[src/rtl/ac_pkg.sv]
// Shared types for the accumulator: default width and the operation select
// produced by the strobe priority encoder.
package ac_pkg;

    localparam int AC_WIDTH = 8;

    typedef enum logic [2:0] {
        OP_NONE,
        OP_CLR,
        OP_LD,
        OP_ADD,
        OP_SUB,
        OP_INC
    } op_t;

    // Strobe priority, highest first: clr > ld > add > sub > inc.
    function automatic op_t sel_op(
        input logic clr,
        input logic ld,
        input logic add,
        input logic sub,
        input logic inc
    );
        if (clr)      return OP_CLR;
        else if (ld)  return OP_LD;
        else if (add) return OP_ADD;
        else if (sub) return OP_SUB;
        else if (inc) return OP_INC;
        else          return OP_NONE;
    endfunction

endpackage

[src/rtl/ac_addsub.sv]
// Combinational WIDTH-bit adder with carry-in; the caller inverts b and sets
// cin for subtract, or zeroes b and sets cin for increment.
module ac_addsub #(
    parameter int WIDTH = 8
) (
    input  logic [WIDTH-1:0] a,
    input  logic [WIDTH-1:0] b,
    input  logic             cin,
    output logic [WIDTH-1:0] sum,
    output logic             carry,
    output logic             ovf
);

    logic [WIDTH:0] full;

    assign full  = {1'b0, a} + {1'b0, b} + {{WIDTH{1'b0}}, cin};
    assign sum   = full[WIDTH-1:0];
    assign carry = full[WIDTH];
    // Signed overflow: operands agree in sign, result does not.
    assign ovf   = (a[WIDTH-1] == b[WIDTH-1]) && (sum[WIDTH-1] != a[WIDTH-1]);

endmodule

[src/rtl/ac.sv]
// Accumulator register: load, clear, add, subtract and increment with
// registered carry/overflow and combinational zero/negative flags.
module ac
    import ac_pkg::*;
#(
    parameter int WIDTH = AC_WIDTH
) (
    input  logic [WIDTH-1:0] data_in,
    input  logic             ld_ac,
    input  logic             clk,
    input  logic             rst,
    output logic [WIDTH-1:0] ac_out,
    input  logic             add_ac,
    input  logic             sub_ac,
    input  logic             inc_ac,
    input  logic             clr_ac,
    output logic             carry,
    output logic             zero,
    output logic             neg,
    output logic             ovf
);

    op_t             op;
    logic [WIDTH-1:0] b_opnd;
    logic             cin;
    logic [WIDTH-1:0] sum;
    logic             as_carry;
    logic             as_ovf;

    assign op = sel_op(clr_ac, ld_ac, add_ac, sub_ac, inc_ac);

    // NOTE: every always_comb output gets a default first so no latch is inferred.
    always_comb begin
        b_opnd = data_in;
        cin    = 1'b0;
        case (op)
            OP_SUB: begin
                b_opnd = ~data_in;
                cin    = 1'b1;
            end
            OP_INC: begin
                b_opnd = '0;
                cin    = 1'b1;
            end
            default: ;
        endcase
    end

    ac_addsub #(.WIDTH(WIDTH)) u_addsub (
        .a     (ac_out),
        .b     (b_opnd),
        .cin   (cin),
        .sum   (sum),
        .carry (as_carry),
        .ovf   (as_ovf)
    );

    // NOTE: state is updated with non-blocking assignments so all registers see pre-edge values.
    always_ff @(posedge clk) begin
        if (rst) begin
            ac_out <= '0;
            carry  <= 1'b0;
            ovf    <= 1'b0;
        end else begin
            case (op)
                OP_CLR: begin
                    ac_out <= '0;
                    carry  <= 1'b0;
                    ovf    <= 1'b0;
                end
                OP_LD: begin
                    ac_out <= data_in;
                    carry  <= 1'b0;
                    ovf    <= 1'b0;
                end
                OP_ADD, OP_SUB, OP_INC: begin
                    ac_out <= sum;
                    carry  <= as_carry;
                    ovf    <= as_ovf;
                end
                default: ;
            endcase
        end
    end

    assign zero = (ac_out == '0);
    assign neg  = ac_out[WIDTH-1];

endmodule

[config.mk]
export PLATFORM = sky130hd
export DESIGN_NAME = ac
export DESIGN_NICKNAME = d
export VERILOG_FILES = /design/src/rtl/ac_pkg.sv /design/src/rtl/ac_addsub.sv /design/src/rtl/ac.sv
export SDC_FILE = /design/constraint.sdc
export NUM_CORES = 1
export LEC_CHECK = 0
export CORE_MARGIN = 2
export CORE_UTILIZATION = 26
export DETAILED_ROUTE_END_ITERATION = 8
export GPL_TIMING_DRIVEN = 0
export PLACE_DENSITY = 0.59
export SKIP_LAST_GASP = 1
export SLEW_MARGIN = 20
export SYNTH_ARGS = -nofsm -noshare
export SYNTH_HDL_FRONTEND = slang
export SYNTH_HIERARCHICAL = 1
export SYNTH_SLANG_ARGS = --single-unit
[constraint.sdc]
create_clock -name clk -period 6.1 [get_ports clk]
set_clock_uncertainty 0.1 [all_clocks]
set_input_delay 1.22 -clock clk [delete_from_list [all_inputs] [get_ports clk]]
set_output_delay 1.22 -clock clk [all_outputs]
set_load 0.005 [all_outputs]
==> out/metrics.csv, run 1 <==
metric,value,unit
outcome,completed,
worst_skew_pair.late_latency,240,ps
cp_cell_sequence,"clkdlybuf4s50_1, or3_1, clkbuf_1, o21ai_0, o21ai_0, fa_1, fa_1, a21oi_1, o211ai_1, a21oi_1, xnor2_1, mux2i_1, a211o_1, a21oi_1",
grt_pass1_vias,944,
yosysTopAreaCell,dfxtp_1,
yosys-top-cells-area,"dfxtp_1 (20%), mux2i_1 (10%), ha_1 (8.8%)",
critical_path_arrival,4740,ps
hp-start,ac_out[6],
synth_cell_types,34,
synth_cells,121,
final_util,36.8,%
antenna_found_initial,0,
cpMostUsedCell,a21oi_1,
critPathCapture,ac_out[6],
r2r-start,ac_out[0],
via_per_inst,5.16,
clk_pin_slew_worst_paths,40,ps
r2r_slack,3470,ps
ys_ff_latch,10,
fin_tns_setup,0,ps
synth_common_cells,"o21ai_0 (16), a21oi_1 (13), dfxtp_1 (10), mux2i_1 (10)",
clkSinkCount,10,
p_leak,0.539,nW
vias,1017,
place_hpwl,2190,um
cts_setup_buffers,0,
drv_cap,0,
antenna_left,0,
power,233,uW
async_flop_share,0,%
area_delta_synth_final,35.3,%
drtIter0Drc,37,
core,3660,um^2
synth-edff-count,0,
remaining_drc_errors,0,
postCtsHoldBufs,0,
p_int,161,uW
syn_area,997,um^2
cts_resized,0,
drive_gt1_share,8.05,%
period_needed,4670,ps
power_frac_clock,29.0,%
comb_power_share,38.8,%
cts_tree,yes,
cp.required,6170,ps
antenna_cells,0,
ir_drop,0.113,mV
grt_max_degree,11,
yosysMostFrequentCell,o21ai_0,
die_h,65.9,um
rsz0062_at_grt,false,
crit_type,in2reg,
start_kind,input port,
regArea,200,um^2
power_frac_seq,32.1,%
p_sw_share,31.1,%
grt-ovfl-total,0,
netSwitchingPower,72.5,uW
clockRootBuffer,clkbuf_8,
synth_area_per_cell,8.24,um^2
cts_made_buffers,3,
placementRows,22,
initial_core_util,27.2,%
cp_max_fo,9,
synth_nets,145,
cpPeakStageDelay,490,ps
synth_top_area_share,20.1,%
dieWidth,65.9,um
drtPass1Iterations,4,
yosysSeqAreaShare,20.1,%
maxSlewHeadroom,72.7,%
report.final.slew_viol_count,0,
port_buffers,25,
ys_warn_count,6,
gr-usage-all-layers,13.9,%
wl_per_cell,14.2,um
io_pins,27,
dominantRegCellSynth,dfxtp_1,
final_nets,175,
die-area,4350,um^2
post-route-period-util,76.6,%
hold_viol,0,
cts_buffer_depth,2,
p_per_area,173,nW/um^2
fillers,377,
cp-end-kind,flop,
multi_input_comb_area,732,um^2
crit_slowest_cell,clkdlybuf4s50_1,
worstMarginPinSlew,407,ps
hp-class,reg2reg,
gp_congestion,0.800,
setup_violations,0,
critPathLaunch,ld_ac,
max_freq,214,MHz
ff2ff_path_depth,9,
grt_pass1_wl,4540,um
reg2reg_to,ac_out[6],
routed_wl,2800,um
htreeDepth,1,
logic make-up after synthesis:
kind of cell,count (synthesis),share of synthesized area (%)
buf+inv,10,6.52
xor+xnor,5,4.39
simple gates,30,16.6
compound gates,46,28.5
flops,10,20.1
mux,11,11.2
fa+ha+maj,9,12.8
how the worst min path moves through the flow:
stage,cells past startpoint,slack [ps],to
final,2,430,ac_out[6]
after global routing,2,460,ac_out[4]
after CTS,2,420,ac_out[6]
after detailed placement,2,420,ac_out[6]
after global placement,2,410,ac_out[5]
after floorplan,2,380,ac_out[5]
cell type report:
| class | count | share of cell area, % |
|---|---|---|
| plain buffers | 8 | 4.27 |
| inverters | 2 | 0.557 |
| multi-input cells | 101 | 54.3 |
| repair buffers | 25 | 18.6 |
| well taps | 48 | 4.45 |
| flip-flops and latches | 10 | 14.8 |
| clock buffers | 3 | 3.06 |
cells in the final DEF (no fill, tap or decap), drive strengths merged, types with 3 or more instances in the layout:
master / synthesis / final
xnor2: 4 / 4
a21oi: 13 / 13
clkbuf: 1 / 4
buf: 6 / 6
clkdlybuf4s50: 0 / 25
ha: 7 / 7
a211o: 8 / 8
nand2: 3 / 3
nand3: 8 / 8
nor2: 6 / 6
mux2i: 10 / 10
dfxtp: 10 / 10
nor3: 5 / 5
o21ai: 19 / 19
layer usage:
| metal | track usage [%] | up-vias | wire length (um) |
|---|---|---|---|
| met5 | 0 | - | 0 |
| met4 | 7.65 | 0 | 61 |
| met3 | 1.53 | 5 | 127 |
| met2 | 20.2 | 24 | 1290 |
| met1 | 19.9 | 470 | 1320 |
| li1 | - | 518 | - |
power by group through the flow:
| stage | Combinational, mW | Sequential, mW | Clock, mW |
|---|---|---|---|
| global route | 0.101 | 0.0755 | 0.0725 |
| CTS | 0.0905 | 0.0748 | 0.0691 |
| global placement | 0.0889 | 0.0758 | 0 |
| detailed placement | 0.0899 | 0.0760 | 0 |
| floorplan | 0.0571 | 0.0745 | 0 |
| finish | 0.0905 | 0.0749 | 0.0677 |
flip-flops by register name (all words and copies together) (netlist names):
name / cells
carry: 1
ovf: 1
ac_out: 8
worst max-delay path, delay by kind of cell:
family / cells / cell delay [ps]
xor gates and xnor gates: 1 / 140
AOI/OAI and AO/OA: 7 / 1260
muxes: 1 / 90
adders and majority gates: 2 / 910
buffers and inverters: 2 / 710
and+or+nand+nor: 1 / 390
per-stage QoR:
| step | worst slack, ps | std cells | cell area, um^2 | hold WS [ps] |
|---|---|---|---|---|
| after global placement | 1200 | 194 | 1310 | 409 |
| after CTS | 1420 | 197 | 1350 | 424 |
| final | 1430 | 197 | 1350 | 427 |
| after global routing | 1130 | 197 | 1350 | 463 |
| after floorplan | 2020 | 121 | 997 | 384 |
| after detailed placement | 1190 | 194 | 1310 | 415 |
Power figures use the tool's default switching activity.
==> run 2: changes to the inputs <==
clock period = 4.6 ns   (was 6.1 ns; I/O delays follow)
==> run 2 against run 1 <==
Setup slack lost 1100 ps. Cell area is the same. Hold slack lost 0.77 ps. Sequential power grew 32%. Sequential cell count is the same. Clock-buffer cell count is the same. Critical path type unchanged. Critical endpoint unchanged.
==> out/metrics.csv, run 2 (synthesized netlist as in run 1, its figures left out) <==
metric,value,unit,change
outcome,completed,,
grt_pass1_vias,944,,unchanged
cts_tree,yes,,
grt-ovfl-total,0,,unchanged
critical_path_buf_inv_count,1,,-1
r2r_slack,2020,ps,-1450 ps
largest_register_ff_count,8,,unchanged
via_per_inst,5.26,,+1.9%
worstMarginPinSlew,412,ps,+4.31 ps
antenna_left,0,,unchanged
postCtsHoldBufs,0,,unchanged
final_area,1350,um^2,unchanged
critical_path_arrival,4330,ps,-410 ps
post-route-period-util,92.6,%,
hold_viol,0,,unchanged
port_buffers,25,,unchanged
crit_slowest_cell,or3_1,,
start_kind,input port,,
remaining_drc_errors,0,,unchanged
clk_pin_slew_worst_paths,40,ps,about the same
placed_cell_area,1310,um^2,unchanged
cp_top_family,compound AO/OA/AOI/OAI gates,,
cp_cell_sequence,"clkdlybuf4s50_1, or3_1, o21ai_0, o21ai_0, fa_1, fa_1, a21oi_2, o211ai_1, a21oi_1, xnor2_1, mux2i_1, a211o_1, a21oi_1",,
area_delta_synth_final,35.3,%,unchanged
vias,1031,,+1.4%
gp_congestion,0.800,,unchanged
maxSlewHeadroom,72.4,%,-0.29 points
dp_slack,-5.83,ps,-1200 ps
rsz0062_at_grt,false,,
worst_skew_pair.late_latency,230,ps,about the same
p_per_area,229,nW/um^2,+33%
setup_violations,0,,unchanged
top_register,ac_out,,
clockRootBuffer,clkbuf_8,,
setup_slack,340,ps,-1090 ps
power,309,uW,+33%
period_needed,4260,ps,
final_nets,174,,-0.57%
antenna_found_initial,0,,unchanged
initial_core_util,27.2,%,unchanged
max_freq,235,MHz,
cp-end-kind,flop,,
cts_setup_buffers,0,,unchanged
clkSinkCount,10,,unchanged
hold_ws,426,ps,-0.768 ps
final_util,36.8,%,unchanged
drtPass1Iterations,4,,unchanged
cts_buffer_depth,2,,unchanged
placementRows,22,,unchanged
fin_tns_setup,0,ps,unchanged
place_hpwl,2190,um,unchanged
antenna_cells,0,,unchanged
drtIter0Drc,34,,-8.1%
crit_type,in2reg,,
cp.required,4670,ps,-1500 ps
wl_per_cell,14.2,um,about the same
dieWidth,65.9,um,unchanged
cts_made_buffers,3,,unchanged
gr-usage-all-layers,13.9,%,unchanged
stdcell_count,196,,-0.51%
io_pins,27,,unchanged
die_h,65.9,um,unchanged
ir_drop,0.149,mV,+31%
htreeDepth,1,,unchanged
reg_top3,"ac_out: 8 flops, carry: 1 flops, ovf: 1 flops",,
cts_resized,0,,unchanged
cp_max_fo,9,,unchanged
grt_max_degree,11,,unchanged
drv_cap,0,,unchanged
core,3660,um^2,unchanged
drive_gt1_share,8.78,%,+0.73 points
report.final.slew_viol_count,0,,unchanged
cpPeakStageDelay,550,ps,+60 ps
routed_wl,2790,um,-0.43%
dp.cells,194,,unchanged
grt_pass1_wl,4540,um,unchanged
die-area,4350,um^2,unchanged
layout.cells.most_common_list,"clkdlybuf4s50_1 (25), o21ai_0 (16), a21oi_1 (12)",,
mostFrequentLayoutCell,clkdlybuf4s50_1,,
p_leak,0.538,nW,about the same
hp-class,reg2reg,,
## run 2: tightest hold or removal path: cells and delay by family (launching register included)
kind | cells | cell delay (ps)
flip-flops | 1 | 340
AND/OR/NAND/NOR | 1 | 80
AO/OA/AOI/OAI | 1 | 50
## run 2: routing by layer
layer | vias up | GRT usage [%] | share of wire [%]
met3 | 6 | 1.53 | 5.5
met1 | 477 | 19.9 | 46
met4 | 0 | 7.65 | 2.1
met5 | - | 0 | 0
met2 | 34 | 20.2 | 47
li1 | 514 | - | -
## run 2: cell type report
| class | count | area, um^2 |
|---|---|---|
| fill | 376 | 2310 |
| multi-input combinational | 101 | 736 |
| tap | 48 | 60.1 |
| buffer | 7 | 53.8 |
| sequential | 10 | 200 |
| inverter | 2 | 7.51 |
| clock buffer | 3 | 41.3 |
| timing repair buffer | 25 | 250 |
## run 2: path summary, 6_finish.rpt
| check | from | endpoint | depth (start not counted) |
|---|---|---|---|
| min | ac_out[6] | ac_out[6] | 2 |
| max reg2reg | ac_out[0] | ac_out[6] | 9 |
| min reg2reg | ac_out[6] | ac_out[6] | 2 |
| max | ld_ac | ac_out[6] | 13 |
## run 2: where the power goes
group | leakage [nW] | total, mW | internal (mW) | switching (mW)
Sequential | 0.0818 | 0.0992 | 0.0920 | 0.00718
Clock | 0.0216 | 0.0894 | 0.0571 | 0.0323
Combinational | 0.435 | 0.120 | 0.0639 | 0.0566
==> patch: new RTL, settings of run 1 <==
Change the package constant `AC_WIDTH` from 8 to 10.
--- a/src/rtl/ac_pkg.sv
+++ b/src/rtl/ac_pkg.sv
@@ -2,7 +2,7 @@
 // produced by the strobe priority encoder.
 package ac_pkg;
 
-    localparam int AC_WIDTH = 8;
+    localparam int AC_WIDTH = 10;
 
     typedef enum logic [2:0] {
         OP_NONE,
Ports: changed (resized ac_out and data_in); port bits go from 27 to 31. The function was not compared with the original's and may differ.
==> patch against run 1 <==
Cell area up 30%; final cell count grew 30%; sequential cell count is 2 higher; highest routed layer is now met3; setup slack improved by 0.10 ns; total power is 22% higher; area after synthesis is 34% higher; largest power group unchanged; routed wire length up 28%.
==> patch: results (changes against run 1) <==
Num CTS Buffers=3 (unchanged); max layer used=met3 (was met4); status=complete, no violations (unchanged); Final nets=217 (was 175); Netlist cell types=39 (was 34); post-route met1 wirelength=1.845 mm (was 1.323 mm); I/O Buffers=29 (was 25); Synth area leaders=dfxtp_1 (18%), mux2i_1 (9.0%), ha_1 (8.4%) (was dfxtp_1 (20%), mux2i_1 (10%), ha_1 (8.8%)); Slew headroom=52.90% (was 72.74%); first-pass GRT wire length=5.927 mm (was 4.540 mm); crit path DAT=4.64 ns (was 4.74 ns); met3 WL=138 um (was 127 um); Placed Cells=254 (was 194); met3 usage=3.704% (was 1.533%); met2 wire len=1.609 mm (was 1.290 mm); Avg WL per Cell=13.98 um (was 14.23 um); synth cell count leaders=o21ai_1 (16), dfxtp_1 (12), mux2i_1 (12), a211o_1 (10), a21oi_2 (10) (was o21ai_0 (16), a21oi_1 (13), dfxtp_1 (10), mux2i_1 (10)); post-CTS setup buffer count=0 (unchanged); Pleak=0.6650 nW (was 0.5389 nW); Global Route met1 Usage=19.78% (was 19.88%); worst vdd ir=0.00007714 V (was 0.0001130 V); Syn Inst Count=155 (was 121); worst skew pair latency=0.24 ns (about the same); Critical Path Slowest Stage Cell=clkbuf_1 (was clkdlybuf4s50_1); Global Route Usage Sum=13.58% (was 13.92%); GP Congestion=0.8256 (was 0.8000); met2 usage=20.68% (was 20.20%); Top Registers=ac_out x10, carry x1, ovf x1 (was ac_out x8, carry x1, ovf x1); Vias=1253 (was 1017); post-DP HPWL=2.661 mm (was 2.187 mm); final WL=3.592 mm (was 2.803 mm); Filler cells=545 (was 377); hold path start=ac_out[4] (was ac_out[6]); initial drt markers=58 (was 37); worst setup path start=sub_ac (was ld_ac); share of layout cells above drive strength 1=15.51% (was 8.054%); Max FO, Critical Path=10 (was 9); sequential fraction of the synthesis area=18.01% (was 20.08%); Mapped Nets=183 (was 145); vias in the first global route=1191 (was 944)
[patch: changes by cell type in the layout (fill, tap and decap cells not counted), sizes merged, moves of 3 or more]
cell,delta
a21oi,+5
clkdlybuf4s50,+4
inv,+6
nand3,+3
nor3,-3
o21ai,+4
[patch: final timing paths]
kind                                   to  slack (ns)  depth (start not counted)
worst max-delay path            ac_out[8]        1.53                         16
worst min register to register  ac_out[4]        0.41                          2
worst min-delay path            ac_out[4]        0.41                          2
worst max register to register  ac_out[8]        3.53                         11
[patch: kinds of logic (layout without fill, tap and decap cells)]
family                   after synthesis  in the layout  synth area share (%)
AND/OR/NAND/NOR                       32             32                 15.20
flip-flops                            12             12                 18.01
buffers and inverters                 19             51                 9.287
multiplexers                          12             12                 9.006
adder cells (fa/ha/maj)               11             11                 11.44
AO/OA/AOI/OAI                         61             61                 31.80
XOR/XNOR                               8              8                 5.253
[patch: through the flow]
step,worst slack [ns],instance area (sq um)
after floorplan,2.090,1334
after global placement,1.297,1712
after detailed placement,1.287,1712
after CTS,1.512,1753
after global routing,1.201,1753
final,1.529,1753
[patch: report_power, final]
part | internal [W] | switching, W
Sequential | 0.0000834 | 0.00000634
Combinational | 0.0000626 | 0.0000610
Clock | 0.0000434 | 0.0000273
[patch: critical path: cells and delay by family]
kind                     cells  cell delay [ns]
XOR/XNOR                     1             0.18
buffers and inverters        4             1.09
AND/OR/NAND/NOR              1             0.22
multiplexers                 1             0.09
AO/OA/AOI/OAI                7             1.23
adder cells (fa/ha/maj)      2             0.60
[patch: area by class of cell]
type	count	area share, %
flip-flops and latches	12	13.70
inverters	8	1.713
plain buffers	11	5.353
clock buffers	3	2.355
repair buffers	29	16.56
multi-input cells	124	55.32
well taps	70	4.996
